===== config.mk =====
export PLATFORM = sky130hd
export DESIGN_NAME = wb_spi_initiator
export DESIGN_NICKNAME = d
export VERILOG_FILES = /design/src/rtl/wb_spi_initiator.sv
export SDC_FILE = /design/constraint.sdc
export NUM_CORES = 1
export LEC_CHECK = 0
export CAP_MARGIN = 10
export CELL_PAD_IN_SITES_DETAIL_PLACEMENT = 1
export CELL_PAD_IN_SITES_GLOBAL_PLACEMENT = 2
export CORE_UTILIZATION = 31
export DETAILED_ROUTE_END_ITERATION = 6
export GPL_TIMING_DRIVEN = 0
export PLACE_DENSITY = 0.81
export SETUP_SLACK_MARGIN = 0.2
export SYNTH_ARGS = -nofsm -noshare
export SYNTH_HDL_FRONTEND = slang
export SYNTH_SLANG_ARGS = --single-unit

===== constraint.sdc =====
create_clock -name wb_clk_i -period 3.4 [get_ports wb_clk_i]
set_clock_uncertainty 0.2 [all_clocks]
set_input_delay 0.68 -clock wb_clk_i [delete_from_list [all_inputs] [get_ports wb_clk_i]]
set_output_delay 0.68 -clock wb_clk_i [all_outputs]
set_load 0.05 [all_outputs]

===== src/rtl/wb_spi_initiator.sv =====
// Wishbone-mapped SPI mode-0 initiator: 32-bit MSB-first frames, 4-register window.
// Optional SPI_LOOPBACK_EN adds CTRL[10] loopback (samples copi, keeps CS high).
module wb_spi_initiator #(
    parameter logic [31:0] BASE_ADDR = 32'h3000_0000,
    parameter int unsigned DIV_W     = 8
) (
    input  logic        wb_clk_i,
    input  logic        resetn,
    input  logic        wbs_stb_i,
    input  logic        wbs_cyc_i,
    input  logic        wbs_we_i,
    input  logic [3:0]  wbs_sel_i,
    input  logic [31:0] wbs_adr_i,
    input  logic [31:0] wbs_dat_i,
    output logic        wbs_ack_o,
    output logic [31:0] wbs_dat_o,
    output logic        spi_sck,
    output logic        spi_cs,
    output logic        spi_copi,
    input  logic        spi_cipo,
    output logic        busy,
    output logic        irq
);

    typedef enum logic [2:0] {IDLE, SETUP, HIGH, LOW, TAIL} state_t;

    localparam logic [DIV_W-1:0] CNT_ONE = {{(DIV_W-1){1'b0}}, 1'b1};

    state_t           state_q, state_d;
    logic             ack_q;
    logic [DIV_W-1:0] clkdiv_q, cnt_q;
    logic             cs_hold_q, irq_en_q, lb_q;
    logic             rx_valid_q, overrun_q, tx_drop_q;
    logic [31:0]      rxdata_q, shreg_q;
    logic [5:0]       bitcnt_q;
    logic             sck_q, cs_q, copi_q;

    logic        valid, rd, wr;
    logic        wr_ctrl, wr_status, wr_tx, rd_rx, tx_go;
    logic [31:0] lane_mask, ctrl_rd, ctrl_wr;
    logic [3:0]  w1c;
    logic        cs_hold_n, tick, rise, fall, done, sample;
    logic        unused_ok;

    assign valid = wbs_cyc_i & wbs_stb_i
                 & (wbs_adr_i[31:4] == BASE_ADDR[31:4]);
    assign rd = ack_q & ~wbs_we_i;
    assign wr = ack_q & wbs_we_i;

    assign wr_ctrl   = wr & (wbs_adr_i[3:2] == 2'd0);
    assign wr_status = wr & (wbs_adr_i[3:2] == 2'd1);
    assign wr_tx     = wr & (wbs_adr_i[3:2] == 2'd2);
    assign rd_rx     = rd & (wbs_adr_i[3:2] == 2'd3);
    assign tx_go     = wr_tx & (state_q == IDLE);

    assign lane_mask = {{8{wbs_sel_i[3]}}, {8{wbs_sel_i[2]}},
                        {8{wbs_sel_i[1]}}, {8{wbs_sel_i[0]}}};

    always_comb begin
        ctrl_rd = '0;
        ctrl_rd[DIV_W-1:0] = clkdiv_q;
        ctrl_rd[8]  = cs_hold_q;
        ctrl_rd[9]  = irq_en_q;
        ctrl_rd[10] = lb_q;
    end

    assign ctrl_wr   = (ctrl_rd & ~lane_mask) | (wbs_dat_i & lane_mask);
    assign cs_hold_n = wr_ctrl ? ctrl_wr[8] : cs_hold_q;
    assign w1c       = wr_status ? (wbs_dat_i[3:0] & lane_mask[3:0]) : 4'b0;
    assign sample    = lb_q ? copi_q : spi_cipo;
    assign tick      = (cnt_q == '0);
    assign unused_ok = ^{wbs_adr_i[1:0], ctrl_wr};

    always_comb begin
        wbs_dat_o = '0;
        if (rd) begin
            unique case (wbs_adr_i[3:2])
                2'd0:    wbs_dat_o = ctrl_rd;
                2'd1:    wbs_dat_o = {28'b0, tx_drop_q, overrun_q,
                                      rx_valid_q, busy};
                2'd3:    wbs_dat_o = rxdata_q;
                default: wbs_dat_o = '0;
            endcase
        end
    end

    always_comb begin
        state_d = state_q;
        rise    = 1'b0;
        fall    = 1'b0;
        done    = 1'b0;
        unique case (state_q)
            IDLE:  if (tx_go) state_d = SETUP;
            SETUP: if (tick) begin state_d = HIGH; rise = 1'b1; end
            HIGH:  if (tick) begin
                       fall    = 1'b1;
                       state_d = (bitcnt_q == 6'd32) ? TAIL : LOW;
                   end
            LOW:   if (tick) begin state_d = HIGH; rise = 1'b1; end
            TAIL:  if (tick) begin state_d = IDLE; done = 1'b1; end
            default: state_d = IDLE;
        endcase
    end

    always_ff @(posedge wb_clk_i) begin
        if (!resetn) begin
            state_q    <= IDLE;
            ack_q      <= 1'b0;
            clkdiv_q   <= '0;
            cnt_q      <= '0;
            cs_hold_q  <= 1'b0;
            irq_en_q   <= 1'b0;
            rx_valid_q <= 1'b0;
            overrun_q  <= 1'b0;
            tx_drop_q  <= 1'b0;
            rxdata_q   <= '0;
            shreg_q    <= '0;
            bitcnt_q   <= '0;
            sck_q      <= 1'b0;
            cs_q       <= 1'b1;
            copi_q     <= 1'b0;
        end else begin
            ack_q   <= valid & ~ack_q;
            state_q <= state_d;
            if (state_d != state_q) cnt_q <= clkdiv_q;
            else if (!tick)         cnt_q <= cnt_q - CNT_ONE;

            if (wr_ctrl) begin
                clkdiv_q  <= ctrl_wr[DIV_W-1:0];
                cs_hold_q <= ctrl_wr[8];
                irq_en_q  <= ctrl_wr[9];
            end
            if (wr_tx && state_q != IDLE) tx_drop_q <= 1'b1;
            else if (w1c[3])              tx_drop_q <= 1'b0;

            if (tx_go) begin
                shreg_q  <= wbs_dat_i & lane_mask;
                copi_q   <= wbs_dat_i[31] & wbs_sel_i[3];
                bitcnt_q <= '0;
                cs_q     <= lb_q;
            end else if (state_q == IDLE && !cs_hold_n) begin
                cs_q <= 1'b1;
            end

            if (rise) begin
                shreg_q  <= {shreg_q[30:0], sample};
                bitcnt_q <= bitcnt_q + 6'd1;
                sck_q    <= 1'b1;
            end
            if (fall) begin
                sck_q <= 1'b0;
                if (bitcnt_q != 6'd32) copi_q <= shreg_q[31];
            end

            // Completion overrides any same-cycle clear of rx_valid.
            if (done) begin
                rxdata_q   <= shreg_q;
                rx_valid_q <= 1'b1;
                overrun_q  <= (overrun_q & ~w1c[2])
                            | (rx_valid_q & ~w1c[1] & ~rd_rx);
                copi_q     <= 1'b0;
                if (!cs_hold_q) cs_q <= 1'b1;
            end else begin
                if (w1c[1] | rd_rx) rx_valid_q <= 1'b0;
                if (w1c[2])         overrun_q  <= 1'b0;
            end
        end
    end

`ifdef SPI_LOOPBACK_EN
    always_ff @(posedge wb_clk_i) begin
        if (!resetn)      lb_q <= 1'b0;
        else if (wr_ctrl) lb_q <= ctrl_wr[10];
    end
`else
    assign lb_q = 1'b0;
`endif

    assign wbs_ack_o = ack_q;
    assign spi_sck   = sck_q;
    assign spi_cs    = cs_q;
    assign spi_copi  = copi_q;
    assign busy      = (state_q != IDLE);
    assign irq       = rx_valid_q & irq_en_q;

endmodule


==> flow_summary.ini, run 1 <==
[layout]
syn2layout_area_growth_pct = 37.2
layout.cells.most_common = dfxtp_1
layout-drive-gt1-share_pct = 11.2
fillers = 1658
final_nets = 723
mostFrequentLayoutCells = 98 x dfxtp_1, 87 x nand2_1, 75 x clkdlybuf4s50_1
antenna_cells = 0

[timing]
hold_ws_ns = 0.254
fin_crit_ns = 3.14
period_share_pct = 92.3
hold_viol = 0
final_max_slew_viol_count = 0
relSlewSlack_pct = 46.7
tightestPinTransition_ns = 0.793
setup_viol = 0
postLayoutSetupSlackWorst_ns = 0.262
max_freq_ghz = 0.319
rsz0062_at_grt = no

[routing]
wl_per_cell_um = 18.6
first_iter_violations = 203
drt-total-wl_um = 15400
dr.pass1.iters = 5
vias = 4431
route.detailed.drc = 0
ant_nets = 0
avgViaCountPerCell = 5.34

[run]
cap_violations = 0

[placed_design]
post-dp-hpwl_um = 11400
dp_slack_ns = -1.19
place_congestion = 0.815
portBuffers = 108

[critical_path]
critical_path.max_fanout = 7
worstPathArrival_ns = 2.26
worstPathRequired_ns = 2.52
worstSetupStartpointType = input port
cp-end-kind = output port
critical_path_class = input port to output port

[yosys]
avgSynthCellArea_um2 = 8.55
synth_edf_count = 0
postSynthCellCount = 524
async_flop_share_pct = 0
yosys_warnings = 0
synthesis.nets = 602
ys_types = 50
syn_area_um2 = 4480
synth_flop_cell = dfxtp_1
yosysSeqAreaShare_pct = 43.8
ys_seq_elements = 98

[cts]
cts_tree = built
h-tree-depth = 3
ctsRootBufferMaster = clkbuf_16
clk_latency_ns = 0.35
hold_buffers = 0
clkSinkCount = 98
clockBufferDepth = 2
cts_inserted_buffers = 9
clk_pin_slew_worst_paths_ns = 0.07

[power]
sw_frac_of_total_pct = 27.8
p_seq_share_pct = 42.7
pwr-share-clk_pct = 38.6
finalPower_w = 0.00290
power_density_nw_per_um2 = 472
netSwitchingPower_w = 0.000807
peakVddDrop_v = 0.000293
p_int_w = 0.00210
leakage_nw = 2.20
pwr-share-comb_pct = 18.8

[grt]
track_usage_pct = 21.2
grt_max_degree = 17
grt_pass1_vias = 4649
antenna_found_initial = 0
grt_overflow_total = 0
grt_first_pass_wirelength_um = 24200

[die]
num_io_pins = 112
fp.dieW_um = 122
die_y_um = 122
die_area_um2 = 14900
placementRows = 43
core_um2 = 14000
start_util_pct = 32.0

[outcome]
outcome = finished clean

[hold_path]
min_path_type = flop to flop
state kept, by name, summed over array words and instances (netlist names), named ones only:
signal      flops
overrun_q       1
spi_cs          1
wbs_ack_o       1
bitcnt_q        6
state_q         3
spi_copi        1
cnt_q           8
cs_hold_q       1
rxdata_q       32
rx_valid_q      1
spi_sck         1
tx_drop_q       1
shreg_q        32
critical path: stages:
cell	delay [ns]
clkdlybuf4s50_1	0.53
nand2b_2	0.30
nor3_4	0.18
buf_12	0.15
a22o_1	0.17
clkbuf_4	0.25
cell usage after synthesis (2+ instances only):
master     count  share of area (%)
and2_1        24                3.4
ha_1           4                1.1
nor2_1        27                2.3
or4_1          2               0.34
xnor2_1        3               0.59
buf_2          5               0.56
nand4b_1       2               0.39
a31oi_1        4               0.56
and4_1         4               0.78
a21oi_1       40                4.5
nand4_1        9                1.3
o21a_1         3               0.50
a22o_1         7                1.4
a311oi_1       2               0.39
inv_1         11               0.92
nand2_1       87                7.3
o21ai_0       14                1.6
nor3b_1        3               0.50
nor3_1         9                1.0
mux2i_1       11                2.5
clkbuf_1      28                2.3
o211ai_1       6                1.0
nand2b_1       3               0.42
a22oi_1       34                5.7
nor4_1         7               0.98
buf_6          3               0.75
nand3_1        9                1.0
o22ai_1        7               0.98
dfxtp_1       98                 44
o2bb2ai_1     30                5.9
or3_1          4               0.56
and4b_1        3               0.67
xor2_1         2               0.39
and3_1         3               0.42
power groups by stage:
stage | clock network, W | registers [W] | logic [W]
floorplan | 0 | 0.00125 | 0.000345
global placement | 0 | 0.00126 | 0.000517
detailed placement | 0 | 0.00126 | 0.000534
CTS | 0.00116 | 0.00124 | 0.000546
global route | 0.00120 | 0.00124 | 0.000606
finish | 0.00112 | 0.00124 | 0.000545
per-layer routing:
| metal | global-route usage (%) | share of wire (%) | vias to the layer above | wire length (µm) |
|---|---|---|---|---|
| met5 | 0 | 0 | - | 0 |
| met4 | 5.87 | 1.3 | 0 | 206 |
| met3 | 3.56 | 3.2 | 16 | 486 |
| met2 | 37.2 | 51 | 83 | 7860 |
| met1 | 26.6 | 44 | 2180 | 6850 |
| li1 | - | - | 2152 | - |
area by class of cell:
type	count	area [µm²]	area share [%]
inverters	11	41.3	0.672
clock inverters	5	87.6	1.43
multi-input cells	378	2330	38.0
clock buffers	10	239	3.89
plain buffers	37	196	3.20
flip-flops and latches	98	1960	31.9
repair buffers	110	1060	17.2
well taps	180	225	3.66
path summary, 6_finish.rpt:
check	startpoint	end	slack, ns	depth (start not counted)
max	wbs_we_i	wbs_dat_o[8]	0.26	6
min	rxdata_q[23]$_SDFFE_PN0P_	rxdata_q[23]$_SDFFE_PN0P_	0.25	2
max reg2reg	cnt_q[0]$_SDFFE_PN0P_	rxdata_q[26]$_SDFFE_PN0P_	0.78	7
min reg2reg	rxdata_q[23]$_SDFFE_PN0P_	rxdata_q[23]$_SDFFE_PN0P_	0.25	2
through the flow:
| stage | TNS (ns) | util [%] | instances | instance area [µm²] |
|---|---|---|---|---|
| 2_1_floorplan | 0 | - | 524 | 4480 |
| 3_3_place_gp | -30.34 | 41.4 | 812 | 5780 |
| 3_5_place_dp | -30.27 | 41.4 | 812 | 5780 |
| 4_1_cts | 0 | 43.6 | 828 | 6100 |
| 5_1_grt | 0 | 43.9 | 829 | 6150 |
| 6_report | 0 | 43.9 | 829 | 6150 |
repair_timing:
| item | in CTS | in global routing |
|---|---|---|
| setup buffers | 1 | 1 |
| setup endpoints to repair | 33 | 32 |
| gates resized for setup | 189 | 26 |
| pin swaps | 1 | 0 |
cells by family after synthesis:
kind of cell | synth area share (%)
and+or+nand+nor | 23.2
DFF | 43.8
AOI/OAI and AO/OA | 23.8
adders and majority gates | 1.12
xor gates and xnor gates | 0.978
buffers and inverters | 4.69
muxes | 2.46
Power figures use the tool's default switching activity.
==> inputs of run 2 (changes only) <==
--- a/config.mk
+++ b/config.mk
@@ -5,7 +5,7 @@
 export SDC_FILE = /design/constraint.sdc
 export NUM_CORES = 1
 export LEC_CHECK = 0
-export CAP_MARGIN = 10
+export CAP_MARGIN = 20
 export CELL_PAD_IN_SITES_DETAIL_PLACEMENT = 1
 export CELL_PAD_IN_SITES_GLOBAL_PLACEMENT = 2
 export CORE_UTILIZATION = 31
==> results of run 2 <==
The final DEF is identical to that of run 1; final timing and power are the same.
==> inputs of run 3 (changes only) <==
--- a/config.mk
+++ b/config.mk
@@ -8,10 +8,11 @@
 export CAP_MARGIN = 20
 export CELL_PAD_IN_SITES_DETAIL_PLACEMENT = 1
 export CELL_PAD_IN_SITES_GLOBAL_PLACEMENT = 2
-export CORE_UTILIZATION = 31
+export CORE_UTILIZATION = 35
 export DETAILED_ROUTE_END_ITERATION = 6
+export DONT_BUFFER_PORTS = 1
 export GPL_TIMING_DRIVEN = 0
-export PLACE_DENSITY = 0.81
+export PLACE_DENSITY = 0.72
 export SETUP_SLACK_MARGIN = 0.2
 export SYNTH_ARGS = -nofsm -noshare
 export SYNTH_HDL_FRONTEND = slang
==> run 3 against run 2 <==
Against the previous run: wire length fell by 9.2%; sequential share of layout area rose by 7.2 points; clock power fell by 7%; utilization fell by 3.0 points; critical path type is now flop to output port.
==> flow_summary.ini, run 3 (synthesis results as in run 1) <==
[timing]
setup_viol = 0
hold_ws_ns = 0.252
rsz0062_at_grt = yes
final_max_slew_viol_count = 0
relSlewSlack_pct = 40.4
tightestPinTransition_ns = 0.891
hold_viol = 0
fin_crit_ns = 3.10
period_share_pct = 91.2
max_freq_ghz = 0.323

[cts]
ctsRootBufferMaster = clkbuf_16
clk_pin_slew_worst_paths_ns = 0.06
cts_tree = built
h-tree-depth = 3
cts_inserted_buffers = 9
hold_buffers = 0
clkSinkCount = 98
clockBufferDepth = 2
clk_latency_ns = 0.35

[layout]
fillers = 1464
layout.cells.most_common = dfxtp_1
layout-drive-gt1-share_pct = 10.0
final_nets = 613
syn2layout_area_growth_pct = 12.1
final_cell_count_no_fill = 708
mostFrequentLayoutCells = 97 x dfxtp_1, 87 x nand2_1, 40 x a21oi_1
top_regs = rxdata_q: 32 flops, shreg_q: 32 flops, cnt_q: 8 flops

[die]
die_area_um2 = 13300
placementRows = 40
die_y_um = 115
start_util_pct = 36.5
num_io_pins = 112
core_um2 = 12300
fp.dieW_um = 115

[critical_path]
worstPathRequired_ns = 2.52
critical_path.max_fanout = 10
critical_path_class = flop to output port
cp-end-kind = output port
worstPathArrival_ns = 2.22
worstSetupStartpointType = flop

[power]
power_density_nw_per_um2 = 543
peakVddDrop_v = 0.000176
leakage_nw = 1.67

[grt]
grt_max_degree = 16
track_usage_pct = 22.0
grt_pass1_vias = 4022
grt_first_pass_wirelength_um = 22000
grt_overflow_total = 0
antenna_found_initial = 0

[placed_design]
dp_cells = 692
portBuffers = 0
place_congestion = 0.817
post-dp-hpwl_um = 10200

[routing]
ant_nets = 0
avgViaCountPerCell = 5.59
dr.pass1.iters = 5
first_iter_violations = 183
vias = 3957
wl_per_cell_um = 19.7
route.detailed.drc = 0
drt-total-wl_um = 14000

[hold_path]
min_path_type = flop to flop

[outcome]
outcome = finished clean

[run]
cap_violations = 0
run 3: cell count changes in the layout (fill, tap and decap cells not counted), moves of 2 or more:
cell / change
nor3_4: -2
clkbuf_4: -3
buf_2: -7
buf_4: -12
clkdlybuf4s18_2: -2
and2_1: -18
clkdlybuf4s50_1: -75
buf_6: -12
clkbuf_2: +3
and2_2: +18
clkinv_2: +2
run 3: cell type report:
type / count / area, µm² / share of cell area (%)
multi-input combinational: 378 / 2340 / 46.5
inverter: 11 / 41.3 / 0.822
antenna: 1 / 2.50 / 0.0498
clock buffer: 10 / 239 / 4.76
clock inverter: 5 / 55.1 / 1.10
buffer: 37 / 174 / 3.46
tap: 168 / 210 / 4.19
sequential: 98 / 1960 / 39.1
run 3: final timing paths:
kind                                   from                        end  slack, ns  cells past startpoint
hold / removal    rxdata_q[26]$_SDFFE_PN0P_  rxdata_q[26]$_SDFFE_PN0P_       0.25                      2
hold reg to reg   rxdata_q[26]$_SDFFE_PN0P_  rxdata_q[26]$_SDFFE_PN0P_       0.25                      2
setup / recovery       wbs_ack_o$_SDFF_PN0_              wbs_dat_o[15]       0.30                      4
setup reg to reg      cnt_q[0]$_SDFFE_PN0P_   rxdata_q[4]$_SDFFE_PN0P_       0.70                      7
run 3: layer usage:
| layer | up-vias | share of wire [%] | track usage (%) | wire, µm |
|---|---|---|---|---|
| met1 | 1941 | 47 | 28.9 | 6590 |
| met3 | 12 | 4.7 | 4.43 | 653 |
| met2 | 64 | 47 | 35.7 | 6520 |
| met5 | - | 0 | 0 | 0 |
| li1 | 1940 | - | - | - |
| met4 | 0 | 1.5 | 8.14 | 204 |
run 3: worst max-delay path: stages (launching register included):
cell and delay (ns):
dfxtp_2 0.57, and4b_1 0.29, clkbuf_2 0.28, clkbuf_2 0.26, and2_1 0.46
run 3: through the flow:
step                util [%]  total power (W)  setup TNS [ns]  worst slack (ns)  instance area (µm²)
CTS                     40.8          0.00275               0             0.199                 5000
global placement        38.2          0.00169           -2.08            -0.118                 4690
global route            40.9          0.00283               0             0.182                 5020
finish                  40.9          0.00273               0             0.299                 5020
floorplan                  -          0.00159               0             0.419                 4480
detailed placement      38.2          0.00170           -2.14            -0.117                 4690
run 3: power breakdown:
group | internal (W) | switching, W | total, W
Combinational | 0.000169 | 0.000278 | 0.000446
Clock | 0.000584 | 0.000458 | 0.00104
Sequential | 0.00119 | 0.0000505 | 0.00124
run 3: what timing repair did:
item,in CTS,in global routing
setup endpoints to repair,28,17
buffers inserted,0,0
resized for setup,13,13
gates cloned,0,0
